`src/rtl/fifo_wr_arb.sv`:
```
// Round-robin write arbiter: grants one producer at a time a burst of up to
// BURST words into a shared FIFO write port, never writing while the FIFO is full.
module fifo_wr_arb #(
  parameter int WIDTH = 24,
  parameter int N     = 4,
  parameter int BURST = 4
) (
  input  logic               clk,
  input  logic               rst,
  input  logic [N-1:0]       req,
  input  logic [N*WIDTH-1:0] din,
  output logic [N-1:0]       ack,
  output logic [N-1:0]       gnt,
  output logic               fifo_wr,
  output logic [WIDTH-1:0]   fifo_din,
  input  logic               fifo_full
);

  localparam int IW = (N > 1) ? $clog2(N) : 1;
  localparam int CW = $clog2(BURST + 1);

  typedef enum logic {ST_IDLE, ST_BURST} state_t;

  state_t            state, stateNext;
  logic [N-1:0]      gntNext;
  logic [IW-1:0]     ptr, ptrNext;
  logic [IW-1:0]     own, ownNext, ownInc;
  logic [CW-1:0]     cnt, cntNext;
  logic [WIDTH-1:0]  lastDin;
  logic [WIDTH-1:0]  ownWord;
  logic [IW-1:0]     cand;
  logic [IW-1:0]     pick;
  logic              pickValid;

  always_ff @(posedge clk or posedge rst) begin
    if (rst) begin
      state   <= ST_IDLE;
      gnt     <= '0;
      ptr     <= '0;
      cnt     <= '0;
      own     <= '0;
      lastDin <= '0;
    end else begin
      state   <= stateNext;
      gnt     <= gntNext;
      ptr     <= ptrNext;
      cnt     <= cntNext;
      own     <= ownNext;
      lastDin <= fifo_din;
    end
  end

  // First requester at or after ptr, wrapping modulo N.
  always_comb begin
    pickValid = 1'b0;
    pick      = '0;
    cand      = '0;
    for (int k = 0; k < N; k++) begin
      cand = IW'((int'(ptr) + k) % N);
      if (!pickValid && req[cand]) begin
        pickValid = 1'b1;
        pick      = cand;
      end
    end
  end

  always_comb begin
    ownWord = '0;
    for (int i = 0; i < N; i++) begin
      if (own == IW'(i)) ownWord = din[i*WIDTH +: WIDTH];
    end
  end

  assign ownInc = (own == IW'(N - 1)) ? '0 : own + 1'b1;

  // lastDin keeps fifo_din steady between bursts; it is zero out of reset.
  always_comb begin
    stateNext = state;
    gntNext   = gnt;
    ptrNext   = ptr;
    cntNext   = cnt;
    ownNext   = own;
    fifo_wr   = 1'b0;
    ack       = '0;
    fifo_din  = lastDin;
    case (state)
      ST_IDLE: begin
        if (pickValid) begin
          gntNext   = {{(N-1){1'b0}}, 1'b1} << pick;
          ownNext   = pick;
          cntNext   = '0;
          stateNext = ST_BURST;
        end
      end
      ST_BURST: begin
        fifo_din = ownWord;
        fifo_wr  = req[own] & ~fifo_full;
        ack      = fifo_wr ? gnt : '0;
        if (fifo_wr) cntNext = cnt + 1'b1;
        if (!req[own] || (fifo_wr && cnt == CW'(BURST - 1))) begin
          stateNext = ST_IDLE;
          gntNext   = '0;
          ptrNext   = ownInc;
        end
      end
      default: stateNext = ST_IDLE;
    endcase
  end

endmodule

```
`config.mk`:
```
export PLATFORM = sky130hd
export DESIGN_NAME = fifo_wr_arb
export DESIGN_NICKNAME = d
export VERILOG_FILES = /design/src/rtl/fifo_wr_arb.sv
export SDC_FILE = /design/constraint.sdc
export NUM_CORES = 1
export LEC_CHECK = 0
export CAP_MARGIN = 20
export CORE_MARGIN = 4
export CORE_UTILIZATION = 29
export DETAILED_ROUTE_END_ITERATION = 8
export PLACE_DENSITY_LB_ADDON = 0.1
export SLEW_MARGIN = 15
export SYNTH_ARGS = -nofsm -noshare
export SYNTH_HDL_FRONTEND = slang
export SYNTH_SLANG_ARGS = --single-unit
```
`constraint.sdc`:
```
create_clock -name clk -period 2.1 [get_ports clk]
set_clock_uncertainty 0.1 [all_clocks]
set_input_delay 0.42 -clock clk [delete_from_list [all_inputs] [get_ports clk]]
set_output_delay 0.42 -clock clk [all_outputs]
set_load 0.02 [all_outputs]
```
-- Word level (Yosys, flattened, before mapping)
Index checks and enable logic that the tools add are counted.
- add/sub/neg operators: 5
- magnitude comparators: 5
- equal/unequal tests: 7
- shift-type cells: 1
- mux-type cells: 36
- bitwise logic cells: 3
- reduce and logical (&&, ||, !) cells: 14
- operators with widths (kind ; count):
    24-bit two-way mux ; 5
    4-bit two-way mux ; 4
    2-bit by 3-bit < comparator with 1-bit output (second input constant) ; 5
    1-bit two-way mux ; 12
    1-bit binary-select mux with 2-bit select ; 5
    2-bit two-way mux ; 5
    4-bit one-hot mux with 2 select lines ; 1
    2-bit AND reduction ; 4
    3-bit two-way mux ; 2
    3-bit one-hot mux with 2 select lines ; 1
    2-bit by 1-bit adder with 2-bit output (second input constant) ; 2
    2-bit adder (second input constant) ; 2
    2-bit == test (second input constant) ; 2
    1-bit logical AND ; 4
    1-bit logical NOT ; 4
    2-bit by 1-bit inequality test with 1-bit output (second input constant) ; 2
    1-bit by 2-bit << shifter with 4-bit output (first input constant) ; 1
    3-bit by 1-bit adder with 3-bit output (second input constant) ; 1
    3-bit by 2-bit == test with 1-bit output (second input constant) ; 1
    2-bit by 1-bit == test with 1-bit output (second input constant) ; 1
    2-bit logical NOT ; 1
    2-bit inequality test (second input constant) ; 1
    1-bit inverter ; 2
    1-bit one-hot mux with 2 select lines ; 1
    other kinds (2) ; 2
- flip-flop bits (word level): 36
- bits of input ports: 103
- output and inout port bits: 33
- logic and storage cells: 77

-- Logic depth before layout (Yosys ltp)
Gate-level depths: netlist of the first run.
- depth in word-level cells: 15
- mapped depth: 8
- gate-level depth less buffers: 6

-- Worst setup path after synthesis of the first run
Ideal clock, no wire load.
- path type: register -> output
- start: register own[0]
- end: output port fifo_din[14]
- arrival: 1.871 ns
- required time: 1.580 ns
- path slack: -0.291 ns
- stages on the path, launching flop included: 8
- buffers on the path: 2
- cell sequence: dfrtp_1 ha_1 buf_2 nor2b_4 buf_4 a221oi_1 a211o_1 a31oi_1
- cells in the longest elaborated chain, start to end: 6
- elaborated cells on any way between the ends: 9
- classes of those cells: eq/ne: 3; mux: 5; reduce/logical: 1
- RTL lines (what ; RTL line ; RTL):
    start: declaration ; 27 ; logic [IW-1:0] own, ownNext, ownInc;
    start signal: assignment ; 48 ; own <= ownNext;
    2-bit logical NOT ; 70 ; if (own == IW'(i)) ownWord = din[i*WIDTH +: WIDTH];
    24-bit two-way mux (3 in a row) ; 70 ;
    24-bit two-way mux * ; 70 ;
    24-bit two-way mux * ; 86 ; case (state)
    end: declaration ; 15 ; output logic [WIDTH-1:0] fifo_din,
Every way passes the cells marked *; elsewhere a longest branch is shown, timed or not.

-- Final worst setup path of the first run
- start: register own[0]
- end: output port fifo_din[4]
The elaborated chain is that of the path after synthesis.

==> results.yml, run 1 <==
setup_path:
  cp_slowest_stage_delay_ns: 0.44
  crit_family: "compound AO/OA/AOI/OAI gates"
  crit_path_start_kind: "flop"
  end_kind: "output pin"
  r2r-start: "own[0]$_DFFE_PP0P_"
  cp_max_fo: 5
  r2r-end: "ptr[1]$_DFFE_PP0P_"
  cp_num_buf_inv: 4
  arrival_ns: 2.11
  path_cells: "inv_2 -> ha_4 -> nor2b_4 -> buf_12 -> clkbuf_16 -> a221oi_1 -> a211o_1 -> a31oi_4 -> buf_6"
  required_ns: 1.58
  critPathKind: "flop to output pin"
  cp_slowest_cell: "dfrtp_2"
  r2r_cells: 5
  rrSetupSlack_ns: 0.09
route:
  firstDrtPassIters: 5
  drc: 0
  viasPerCell: 4.91
  routedWlPerCell_um: 15.7
  ant_nets: 0
  first_iter_violations: 61
  routed_wl_mm: 8.28
  num_vias: 2588
timing:
  slew_headroom_pct: 68.2
  hold_viol_final: 0
  fin_crit_ns: 2.63
  setup_viol: 29
  fin_crit_sh_pct: 125
  fmax_mhz: 380
  rsz0062_at_grt: "true"
  slew_violations: 0
  worstMarginPinSlew_ns: 0.477
  setup_slack_ns: -0.532
yosys:
  synth_cells: 259
  synth.cell_area_um2: 2260
  synth_nets: 368
  synthArstFlopShare_pct: 100
  ys_seq_area_share_pct: 39.8
  synth-seq-cells: 36
  synth_warnings: 0
  avgSynthCellArea_um2: 8.73
  synth.distinct_cells: 37
  synth_edf_count: 0
  ys.flop_type: "dfrtp_1"
clocking:
  clk_latency_ns: 0.28
  clock_path_buffers: 2
  path_clk_slew_ns: 0.08
  cts_hold_buffers: 0
  h-tree-depth: 2
  cts_tree: "done"
  cts_num_sinks: 36
  numCtsBuffers: 5
  root_buffer: "clkbuf_8"
layout:
  final_layout_size_suffix_gt1_share_pct: 32.5
  nNetsFinal: 536
  fillCellCount: 621
  final_area_um2: 4810
  diodes: 0
  final_common_cell: "clkdlybuf4s50_1"
  areaGrowthSynthToFinish_pct: 113
  final_cell_mix: "clkdlybuf4s50_1 (106), dfrtp_1 (34), buf_6 (33), nand2_1 (30), buf_4 (30)"
  utilization_pct: 64.9
global_routing:
  grt.overflow.total: 0
  grt_pass1_vias: 2504
  grt_pass1_wl_mm: 11.9
  antenna_found_initial: 0
  grt_max_degree: 37
  track_usage_pct: 16.3
power_and_ir_drop:
  p_leak_nw: 2.01
  vdd_ir_drop_max_uv: 736
  p_per_area_nw_per_um2: 1670
min_path:
  min_path_cells: 1
  hp-start: "cnt[0]$_DFFE_PP0P_"
  hold_path.class: "flop to flop"
  whs_endpoint: "cnt[0]$_DFFE_PP0P_"
status:
  violations: "negative setup slack"
  status: "complete, but fails checks"
floorplanning:
  initial_core_util_pct: 30.5
  dieArea_um2: 9270
  die_h_um: 96.3
  io_pins: 136
  die_width_um: 96.3
  fp-row-count: 31
  coreArea_um2: 7410
placed_design:
  hpwl_mm: 5.98
  port_buffers: 135
  place_area_um2: 4340
  gp_congestion: 0.789
run:
  maxCapViolCount: 0
-- state kept, by name, summed over array words and instances, names as in the netlist --
name     flops
lastDin     24
gnt          4
cnt          3
own          2
ptr          2
state        1
-- how the worst max path moves through the flow --
stage | start | endpoint | depth (start not counted)
after floorplan | own[1]$_DFFE_PP0P_ | fifo_din[14] | 8
after global placement | req[3] | ack[1] | 5
after detailed placement | own[0]$_DFFE_PP0P_ | fifo_din[4] | 8
after CTS | own[0]$_DFFE_PP0P_ | fifo_din[16] | 8
after global routing | own[0]$_DFFE_PP0P_ | fifo_din[4] | 9
final | own[0]$_DFFE_PP0P_ | fifo_din[4] | 9
-- per-layer routing --
layer | vias up | track usage, % | wire (um)
met3 | 7 | 5.63 | 782
met2 | 98 | 27.7 | 4080
li1 | 1274 | - | -
met4 | 0 | 4.67 | 72
met1 | 1209 | 19.5 | 3340
met5 | - | 0 | 0
-- kinds of logic (layout without fill, tap and decap cells) --
family	count (synthesis)	count (layout)	share of synthesized area (%)
AOI/OAI and AO/OA	86	86	29.2
adders and majority gates	6	6	3.32
buffers and inverters	50	219	8.91
DFF	36	36	39.8
muxes	6	6	3.32
and+or+nand+nor	75	75	15.4
-- metrics by stage --
step	setup WS [ns]	hold WS [ns]	total power, W	TNS [ns]	instances
after detailed placement	-0.647	0.387	0.00661	-18.14	504
after CTS	-0.462	0.400	0.00742	-11.69	514
after floorplan	-0.0573	0.355	0.00454	-1.14	259
final	-0.532	0.398	0.00802	-12.00	527
after global routing	-0.598	0.448	0.00853	-14.49	527
after global placement	-0.599	0.379	0.00657	-16.84	504
-- cell type report --
cell class / count / area [um^2] / area share [%]
clock inverters: 2 / 10.0 / 0.208
flip-flops and latches: 36 / 903 / 18.8
well taps: 99 / 124 / 2.57
inverters: 29 / 109 / 2.26
clock buffers: 6 / 82.6 / 1.72
multi-input cells: 173 / 1650 / 34.3
repair buffers: 182 / 1930 / 40.2
-- worst register-to-register path, stage by stage, from the launching register on --
cell and delay [ns]:
dfrtp_2 0.41, buf_6 0.13, mux4_2 0.50, buf_4 0.15, a21oi_2 0.23, mux2_2 0.37
-- synth_stat cells (2+ instances only) --
| cell | count | area (um^2) |
|---|---|---|
| mux2i_1 | 3 | 30.0 |
| o2bb2ai_1 | 2 | 17.5 |
| dfrtp_1 | 36 | 901 |
| o21ai_0 | 3 | 15.0 |
| nor2_1 | 28 | 105 |
| and2_1 | 4 | 25.0 |
| buf_4 | 2 | 15.0 |
| a221oi_1 | 23 | 201 |
| mux2_2 | 2 | 22.5 |
| a21oi_1 | 6 | 30.0 |
| a31oi_1 | 23 | 144 |
| inv_1 | 29 | 109 |
| nand2_1 | 30 | 113 |
| buf_2 | 4 | 20.0 |
| a22o_1 | 2 | 17.5 |
| a211o_1 | 23 | 201 |
| ha_1 | 6 | 75.1 |
| clkbuf_1 | 13 | 48.8 |
| nand2b_1 | 2 | 12.5 |
-- timing repair --
item | 4_1_cts | 5_1_grt
pin swaps | 5 | 14
cloned | 0 | 5
setup endpoints to repair | 29 | 34
buffers inserted | 2 | 10
resized for setup | 178 | 26
-- report_power, final --
group	switching [W]	internal, W	leakage, nW
clock	0.000250	0.000262	0.0510
sequential	0.000160	0.00105	0.433
combinational	0.00297	0.00333	1.53
total	0.00338	0.00464	2.01
(Power assumes the default switching activity.)
==> run 2: changes to the inputs <==
Settings changed: SLEW_MARGIN 15 to 10.
==> results of run 2 <==
No change in the layout: final DEF, timing and power equal those of run 1.
